<file path="config.mk">
export PLATFORM = sky130hd
export DESIGN_NAME = alu_issue_queue
export DESIGN_NICKNAME = d
export VERILOG_FILES = /design/src/rtl/alu_pkg.sv /design/src/rtl/arithmetic_unit.sv /design/src/rtl/alu_issue_queue.sv
export SDC_FILE = /design/constraint.sdc
export NUM_CORES = 1
export LEC_CHECK = 0
export ABC_CLOCK_PERIOD_IN_PS = 2600
export CAP_MARGIN = 15
export CORE_UTILIZATION = 42
export CTS_CLUSTER_DIAMETER = 30
export DETAILED_ROUTE_END_ITERATION = 8
export GPL_TIMING_DRIVEN = 0
export PLACE_DENSITY_LB_ADDON = 0.3
export SLEW_MARGIN = 20
export SYNTH_ARGS = -nofsm -noshare
export SYNTH_HDL_FRONTEND = slang
export SYNTH_HIERARCHICAL = 1
export SYNTH_SLANG_ARGS = --single-unit
export TNS_END_PERCENT = 10
</file>
<file path="constraint.sdc">
create_clock -name clk -period 2.6 [get_ports clk]
set_input_delay 0.39 -clock clk [delete_from_list [all_inputs] [get_ports clk]]
set_output_delay 0.39 -clock clk [all_outputs]
set_load 0.02 [all_outputs]
</file>
<file path="src/rtl/alu_pkg.sv">
// Shared definitions for the ALU issue queue: default sizes and operation select codes.
package alu_pkg;

    localparam int DEFAULT_WIDTH = 4;
    localparam int DEFAULT_DEPTH = 4;

    typedef enum logic [1:0] {
        SEL_ADD = 2'b00,
        SEL_SUB = 2'b01,
        SEL_INC = 2'b10,
        SEL_DEC = 2'b11
    } alu_sel_e;

endpackage

</file>
<file path="src/rtl/arithmetic_unit.sv">
// Purely combinational add/sub/inc/dec unit; results wrap modulo 2^WIDTH.
module arithmetic_unit
    import alu_pkg::*;
#(
    parameter int WIDTH = DEFAULT_WIDTH
) (
    input  logic [WIDTH-1:0] a_i,
    input  logic [WIDTH-1:0] b_i,
    input  logic [1:0]       sel_i,
    output logic [WIDTH-1:0] result_o
);

    localparam logic [WIDTH-1:0] ONE = WIDTH'(1);

    // Select the operation; carry and borrow fall off the top bit.
    always_comb begin
        // NOTE: default assignment first so no path leaves result_o unassigned (no latch).
        result_o = '0;
        case (alu_sel_e'(sel_i))
            SEL_ADD: result_o = a_i + b_i;
            SEL_SUB: result_o = a_i - b_i;
            SEL_INC: result_o = a_i + ONE;
            SEL_DEC: result_o = a_i - ONE;
            default: result_o = '0;
        endcase
    end

endmodule

</file>
<file path="src/rtl/alu_issue_queue.sv">
// FIFO of pending ALU operations; the head entry is computed combinationally and
// captured, with its operands, into a registered valid/ready output stage.
module alu_issue_queue
    import alu_pkg::*;
#(
    parameter int WIDTH = DEFAULT_WIDTH,
    parameter int DEPTH = DEFAULT_DEPTH
) (
    input  logic                     clk,
    input  logic                     rst,
    input  logic                     in_valid,
    output logic                     in_ready,
    input  logic [WIDTH-1:0]         in_a,
    input  logic [WIDTH-1:0]         in_b,
    input  logic [1:0]               in_sel,
    input  logic                     flush,
    output logic                     out_valid,
    input  logic                     out_ready,
    output logic [WIDTH-1:0]         out_a,
    output logic [WIDTH-1:0]         out_b,
    output logic [1:0]               out_sel,
    output logic [WIDTH-1:0]         out_result,
    output logic [$clog2(DEPTH):0]   count
);

    localparam int PW = $clog2(DEPTH);
    localparam int CW = PW + 1;
    localparam logic [CW-1:0] DEPTH_C = CW'(DEPTH);
    localparam logic [CW-1:0] CNT_ONE = CW'(1);
    localparam logic [PW-1:0] PTR_ONE = PW'(1);

    // Queue storage
    logic [WIDTH-1:0] mem_a   [DEPTH];
    logic [WIDTH-1:0] mem_b   [DEPTH];
    logic [1:0]       mem_sel [DEPTH];

    // Control state
    logic [PW-1:0]    head_q, head_d;
    logic [PW-1:0]    tail_q, tail_d;
    logic [CW-1:0]    count_q, count_d;
    logic             out_valid_q, out_valid_d;
    logic [WIDTH-1:0] out_a_q, out_a_d;
    logic [WIDTH-1:0] out_b_q, out_b_d;
    logic [1:0]       out_sel_q, out_sel_d;
    logic [WIDTH-1:0] out_result_q, out_result_d;

    logic             push;
    logic             pop;
    logic [WIDTH-1:0] head_result;

    // Pop only from entries already stored, so a push into an empty queue never bypasses.
    assign in_ready = (count_q < DEPTH_C);
    assign push     = in_valid && in_ready;
    assign pop      = (count_q != '0) && (!out_valid_q || out_ready);

    arithmetic_unit #(
        .WIDTH (WIDTH)
    ) u_arith (
        .a_i      (mem_a[head_q]),
        .b_i      (mem_b[head_q]),
        .sel_i    (mem_sel[head_q]),
        .result_o (head_result)
    );

    // Next-state for pointers, occupancy and the output stage.
    always_comb begin
        head_d       = pop  ? head_q + PTR_ONE : head_q;
        tail_d       = push ? tail_q + PTR_ONE : tail_q;
        count_d      = count_q;
        out_valid_d  = out_valid_q;
        out_a_d      = out_a_q;
        out_b_d      = out_b_q;
        out_sel_d    = out_sel_q;
        out_result_d = out_result_q;

        case ({push, pop})
            2'b10:   count_d = count_q + CNT_ONE;
            2'b01:   count_d = count_q - CNT_ONE;
            default: count_d = count_q;
        endcase

        if (pop) begin
            out_valid_d  = 1'b1;
            out_a_d      = mem_a[head_q];
            out_b_d      = mem_b[head_q];
            out_sel_d    = mem_sel[head_q];
            out_result_d = head_result;
        end else if (out_valid_q && out_ready) begin
            out_valid_d  = 1'b0;
        end
    end

    // Control registers: reset clears everything, flush drops queued and presented work.
    always_ff @(posedge clk) begin
        // NOTE: non-blocking assignments for all clocked state so every register samples pre-edge values.
        if (rst) begin
            head_q       <= '0;
            tail_q       <= '0;
            count_q      <= '0;
            out_valid_q  <= 1'b0;
            out_a_q      <= '0;
            out_b_q      <= '0;
            out_sel_q    <= '0;
            out_result_q <= '0;
        end else if (flush) begin
            head_q       <= '0;
            tail_q       <= '0;
            count_q      <= '0;
            out_valid_q  <= 1'b0;
        end else begin
            head_q       <= head_d;
            tail_q       <= tail_d;
            count_q      <= count_d;
            out_valid_q  <= out_valid_d;
            out_a_q      <= out_a_d;
            out_b_q      <= out_b_d;
            out_sel_q    <= out_sel_d;
            out_result_q <= out_result_d;
        end
    end

    // Write the accepted operation into the tail entry.
    always_ff @(posedge clk) begin
        // NOTE: storage is not reset; count_q guards every read, so stale entries are never used.
        if (!rst && !flush && push) begin
            mem_a[tail_q]   <= in_a;
            mem_b[tail_q]   <= in_b;
            mem_sel[tail_q] <= in_sel;
        end
    end

    assign out_valid  = out_valid_q;
    assign out_a      = out_a_q;
    assign out_b      = out_b_q;
    assign out_sel    = out_sel_q;
    assign out_result = out_result_q;
    assign count      = count_q;

endmodule

</file>
==> summary.md, run 1 <==
| Metric | Value |
|---|---|
| CTS tree | yes |
| Failing checks | DRC |
| DR DRC count | 6 |
| Psw | 608 uW |
| Maximum clock frequency | 385 MHz |
| Setup_tns | 0 ps |
| Slew @ Worst Pin | 517 ps |
| Pleak | 0.00123 uW |
| Clk network pwr share | 41.1% |
| Final ANT Viol Nets | 0 |
| Synthesized cell area | 2810 um2 |
| P_int | 1920 uW |
| Final Critical Period | 2600 ps |
| Final Wtd Congestion | 0.731 |
| First-pass GRT wire length | 8630 um |
| Clk sinks | 64 |
| Synth Net Count | 237 |
| CP Max Fanout | 5 |
| Worst Skew | 14.6 ps |
| GRT Util Overall | 16.2% |
| Multi-input gate area | 998 um2 |
| Num CTS Buffers | 9 |
| RSZ-0062 raised after global routing | yes |
| Setup violations, final | 0 |
| Worst-path clk slew | 80 ps |
| Synth area leaders | edfxtp_1, dfxtp_1, mux4_2 |
| Hold path start | out_result[2]$_SDFFE_PP0P_ |
| NumNets Final | 286 |
| Dpl cells | 320 |
| Initial Util | 43.8% |
| Clk_lat worst skew | 340 ps |
| Fraction of post-synthesis cell area in the top cell type by area | 42.7% |
| Crit path capture type | flop |
| # fillers | 544 |
| Detailed placement HPWL | 3410 um |
| Ys async rst share | 0% |
| Area delta synth->final | 26.2% |
| Number of global-route vias before repair | 1780 |
| H-tree levels | 3 |
| Sequential Power Share | 44.6% |
| Slew headroom | 65.5% |
| Antenna diodes | 0 |
| Pre-CTS setup slack | -240 ps |
| Share of post-route cells with drive strength above 1 | 20.0% |
| Area leader, netlist | edfxtp_1 |
| Post-synth top cells | edfxtp_1, dfxtp_1, a21oi_1 |
| Vias per cell | 5.24 |
| 1st-iter DRT viols | 88 |
| Final WS setup | 3.19 ps |
| DR vias | 1792 |
| Initial antenna violation count | 0 |
| Slew Limit Fails | 0 |
| Overall Power | 2530 uW |
| Post-synthesis cell count | 211 |
| Buf/Inv on CP | 3 |
| Area of the die | 7030 um2 |
| Most numerous cell in the Yosys netlist | edfxtp_1 |
| DP Area | 3230 um2 |
| Worst setup SP type | flop |
| I/O Buffers | 32 |
| Critical path's top delay family | compound AO/OA/AOI/OAI gates |
| Final period util | 99.9% |
| Worst path arrival time | 2870 ps |
| Post-synthesis sequential area ratio | 59.8% |
| CP max stage delay | 550 ps |
| Root Buffer | clkbuf_8 |
| Die span in y | 83.9 um |
| DR WL/cell | 14.8 um |
| Flip-flop and latch area | 1680 um2 |
| Type of the worst setup path | flop to flop |
| Yosys warns | 6 |
| Largest net degree at the start of global routing | 13 |
| Final Cell Area | 3550 um2 |
| Critical-path top delay cell | mux4_2 |
| Synth cell types | 32 |
| Die X | 83.9 um |
| Maximum clock path buffer count | 2 |
| Comb pwr share | 14.4% |
| Crit-path cells | buf_8 > mux4_2 > inv_2 > ha_4 > nor2_2 > nor2_1 > a21o_1 > inv_1 > ha_1 > a21o_1 > a21oi_2 > xnor2_1 > nand4_1 > a21oi_2 |
| Pwr dens | 712 nW/um2 |
| Status | complete, but fails checks |
| Hold Fails Final Rpt | 0 |
| Maximum vdd drop | 0.378 mV |
| HP Class | flop to flop |
| IO Pins | 34 |
| MaxCap Viol Count | 0 |
| Worst Path Required | 2870 ps |
| Primary FF master, synth | edfxtp_1 |
| Post-Route WL | 5050 um |
| Final Non-Filler Cells | 342 |
| Syn Area/Cell | 13.3 um2 |
| Number of flops mapped to enable cells by yosys | 40 |
| Synth Register Bits | 64 |
| CORE AREA | 6420 um2 |
| Num rows | 29 |
| First-pass detailed-route iteration total | 7 |
| Switching part of the total | 24.1% |
| Final global-route overflow total | 0 |
==> through the flow <==
step	hold WS [ps]	utilization [%]
2_1_floorplan	453	-
3_3_place_gp	457	50.3
3_5_place_dp	462	50.3
4_1_cts	464	54.7
5_1_grt	502	55.3
6_report	469	55.3
==> power by group through the flow <==
stage / Combinational, uW / Sequential, uW / Clock [uW]
2_1_floorplan: 207 / 1170 / 0
3_3_place_gp: 338 / 1150 / 0
3_5_place_dp: 344 / 1150 / 0
4_1_cts: 358 / 1130 / 1060
5_1_grt: 400 / 1130 / 1110
6_report: 363 / 1130 / 1040
==> cell type report <==
type | count | area share (%)
clock inverters | 7 | 3.35
plain buffers | 15 | 2.75
repair buffers | 38 | 10.3
multi-input cells | 114 | 28.1
well taps | 77 | 2.71
inverters | 18 | 1.90
flip-flops and latches | 64 | 47.4
clock buffers | 9 | 3.49
==> path summary, 6_finish.rpt <==
kind,depth (start not counted),to,slack [ps]
setup / recovery,14,out_result[3]$_SDFFE_PP0P_,3
hold / removal,2,out_result[2]$_SDFFE_PP0P_,470
setup reg to reg,14,out_result[3]$_SDFFE_PP0P_,3
hold reg to reg,2,out_result[2]$_SDFFE_PP0P_,470
==> flip-flops by register name (all words and copies together) (netlist names), 3 cells and up, named ones only <==
| signal | count |
|---|---|
| mem_b | 16 |
| out_result | 4 |
| out_a | 4 |
| mem_sel | 8 |
| mem_a | 16 |
| count | 3 |
| out_b | 4 |
==> layout by cell type, fill, tap and decap left out, drive strengths merged, types with 13 or more instances in the layout <==
master | netlist | routed
buf | 6 | 13
edfxtp | 40 | 40
o31ai | 15 | 15
dfxtp | 24 | 24
inv | 18 | 19
clkbuf | 9 | 17
a21oi | 22 | 22
clkdlybuf4s50 | 0 | 32
nand4 | 14 | 14
==> metal layers <==
layer	vias to the layer above	global-route usage, %	routed length (um)
met5	-	0	0
met4	0	5.64	44
met3	6	5.14	255
met2	43	26.1	2440
met1	858	20.7	2310
li1	885	-	-
==> repair_timing <==
| item | 4_1_cts | 5_1_grt |
|---|---|---|
| setup buffers | 4 | 2 |
| pin swaps | 5 | 5 |
| setup endpoints to repair | 2 | 3 |
| gates resized for setup | 4 | 7 |
| endpoints found under the hold margin | 0 | 0 |
| hold buffers | 0 | 0 |
==> worst reg2reg max path, delay by kind of cell (launching register included) <==
kind                     cells  cell delay [ps]
AO/OA/AOI/OAI                4              600
multiplexers                 1              550
adder cells (fa/ha/maj)      2              400
flip-flops                   1              340
buffers and inverters        3              260
AND/OR/NAND/NOR              3              250
XOR/XNOR                     1              140
==> cells by family after synthesis <==
| logic type | count (synthesis) | synth area share [%] |
|---|---|---|
| DFF | 64 | 59.8 |
| buffers and inverters | 33 | 5.74 |
| and+or+nand+nor | 42 | 9.38 |
| xor gates and xnor gates | 7 | 2.18 |
| muxes | 11 | 8.36 |
| AOI/OAI and AO/OA | 43 | 9.16 |
| adders and majority gates | 11 | 5.42 |
No activity file was read; power rests on OpenSTA's default activity.
==> run 2: changes to the inputs <==
CORE_UTILIZATION = 50   (was 42)
==> summary.md, run 2 (synthesis gave the netlist of run 1 again) <==
| Metric | Value |
|---|---|
| Clk_lat worst skew | 340 ps (about the same) |
| DR vias | 1867 (+4.2%) |
| Cts hold-fix bufs | 0 (unchanged) |
| Final WS setup | -23.6 ps (-26.7 ps) |
| Slew headroom | 65.7% (+0.18 points) |
| Worst Setup EP | out_result[3]$_SDFFE_PP0P_ |
| Reg-to-Reg End | out_result[3]$_SDFFE_PP0P_ |
| Maximum vdd drop | 0.392 mV (+3.9%) |
| Vias per cell | 5.52 (+5.4%) |
| Final Wtd Congestion | 0.763 (+4.3%) |
| Crit-path cells | buf_8 > mux4_2 > inv_2 > ha_4 > nor2_2 > nor2_1 > a21o_1 > inv_1 > ha_1 > a21o_1 > a21oi_2 > xnor2_1 > nand4_1 > a21oi_1 |
| Area delta synth->final | 24.3% |
| Num CTS Buffers | 9 (unchanged) |
| Status | complete, but fails checks |
| Final Critical Period | 2620 ps (+26.7 ps) |
| Die X | 77.0 um (-8.1%) |
| 1st-iter DRT viols | 73 (-17%) |
| Most used cell, CP | a21o_1 |
| RSZ-0062 raised after global routing | yes |
| Worst Path Required | 2870 ps (about the same) |
| First-pass GRT wire length | 8370 um (-3.0%) |
| Setup violations, final | 1 (+1) |
| Number of global-route vias before repair | 1731 (-2.8%) |
| CORE AREA | 5270 um2 (-18%) |
| FF-to-FF setup slack | -20 ps (-30 ps) |
| DR WL/cell | 15.6 um (+5.4%) |
| GRT Util Overall | 19.3% (+3.1 points) |
| Antenna diodes | 0 (unchanged) |
| # fillers | 414 (-24%) |
| Pre-CTS setup slack | -238 ps (+2.40 ps) |
| Maximum clock frequency | 381 MHz (-1.0%) |
| Critical path's top delay family | compound AO/OA/AOI/OAI gates |
| Hold Fails Final Rpt | 0 (unchanged) |
| Share of post-route cells with drive strength above 1 | 20.9% (+0.90 points) |
| Regs by FF count | mem_a x16, mem_b x16, mem_sel x8 |
| Slew @ Worst Pin | 515 ps (-2.72 ps) |
| Maximum clock path buffer count | 2 (unchanged) |
| DR DRC count | 0 (-6) |
| Worst path arrival time | 2900 ps (+30 ps) |
| Final global-route overflow total | 0 (unchanged) |
| Slew Limit Fails | 0 (unchanged) |
| CP Max Fanout | 5 (unchanged) |
| Num rows | 26 (-10%) |
| Pwr dens | 639 nW/um2 (-10%) |
| I/O Buffers | 32 (unchanged) |
| Worst Skew | 7.23 ps (-7.35 ps) |
| R2R depth | 14 (unchanged) |
| Root Buffer | clkbuf_8 |
| IO Pins | 34 (unchanged) |
| Hold path start | flush |
| Crit path capture type | flop |
| Most common cell after layout, fill and taps aside | edfxtp_1 |
| Most frequent cells in the layout | edfxtp_1, clkdlybuf4s50_1, dfxtp_1 |
| Area of the die | 5930 um2 (-16%) |
| First-pass detailed-route iteration total | 4 (-3) |
| Final ANT Viol Nets | 0 (unchanged) |
| Pleak | 0.00121 uW (-1.5%) |
| Clk sinks | 64 (unchanged) |
| Initial antenna violation count | 0 (unchanged) |
| CP max stage delay | 540 ps (about the same) |
| HP Class | input port to flop |
| Worst-path clk slew | 70 ps (about the same) |
| Dpl cells | 313 (-2.2%) |
| Post-Route WL | 5260 um (+4.2%) |
| DP Area | 3220 um2 (-0.27%) |
| Finished Core Util | 66.4% (+11 points) |
| Buf/Inv on CP | 3 (unchanged) |
| CTS tree | yes |
| Critical-path top delay cell | mux4_2 |
| Type of the worst setup path | flop to flop |
| Largest net degree at the start of global routing | 13 (unchanged) |
| Crit path depth | 14 (unchanged) |
| Worst setup SP type | flop |
| Initial Util | 53.4% (+9.6 points) |
| NumNets Final | 289 (+1.0%) |
| Die span in y | 77.0 um (-8.1%) |
| Detailed placement HPWL | 3550 um (+4.4%) |
| MaxCap Viol Count | 0 (unchanged) |
| H-tree levels | 3 (unchanged) |
| Final period util | 101% (+1.0 points) |
| Failing checks | setup timing |
| Final Non-Filler Cells | 338 (-1.2%) |
| Final Cell Area | 3500 um2 (-1.5%) |
## run 2: how the worst min path moves through the flow
stage                                       to  cells past startpoint
floorplan                                 flop                      2
global placement    out_result[0]$_SDFFE_PP0P_                      2
detailed placement     out_sel[0]$_SDFFE_PP0P_                      2
CTS                 out_result[3]$_SDFFE_PP0P_                      3
global route             out_a[3]$_SDFFE_PP0P_                      3
finish              out_result[3]$_SDFFE_PP0P_                      3
## run 2: tightest hold or removal path, stage by stage
cell and delay [ps]:
buf_2 150, o31ai_1 90, a21oi_1 120
## run 2: layer usage
layer | GRT usage, % | share of wire, % | vias to the layer above
met2 | 31.2 | 52 | 54
li1 | - | - | 892
met3 | 4.64 | 3.8 | 8
met1 | 23.3 | 42 | 913
met5 | 0 | 0 | -
met4 | 12.1 | 2.1 | 0
## run 2: through the flow
stage	setup TNS [ps]	total power [uW]	hold slack (ps)
floorplan	0	1380	453
global placement	-402	1480	455
detailed placement	-564	1490	461
CTS	0	2240	426
global route	-300	2330	491
finish	-23.6	2240	455
## run 2: area by class of cell
type | count | area [um2] | area share [%]
multi-input combinational | 114 | 1000 | 28.6
tap | 70 | 87.6 | 2.50
clock buffer | 9 | 124 | 3.54
timing repair buffer | 41 | 388 | 11.1
sequential | 64 | 1680 | 48.1
buffer | 15 | 97.6 | 2.79
clock inverter | 7 | 48.8 | 1.39
inverter | 18 | 67.6 | 1.93
## run 2: power breakdown
| group | switching, uW | internal, uW |
|---|---|---|
| logic | 193 | 180 |
| clock network | 393 | 343 |
| registers | 19.5 | 1110 |
| total | 606 | 1630 |
## run 2: what timing repair did
item                       in CTS  in global routing
setup endpoints to repair       2                  4
pin swaps                       9                  5
resized for setup               7                  4
setup buffers                   6                  3
==> run 3: changes to the inputs <==
CTS_CLUSTER_SIZE = 28   (was unset)
==> results of run 3 <==
No change in the layout: final DEF, timing and power equal those of run 2.
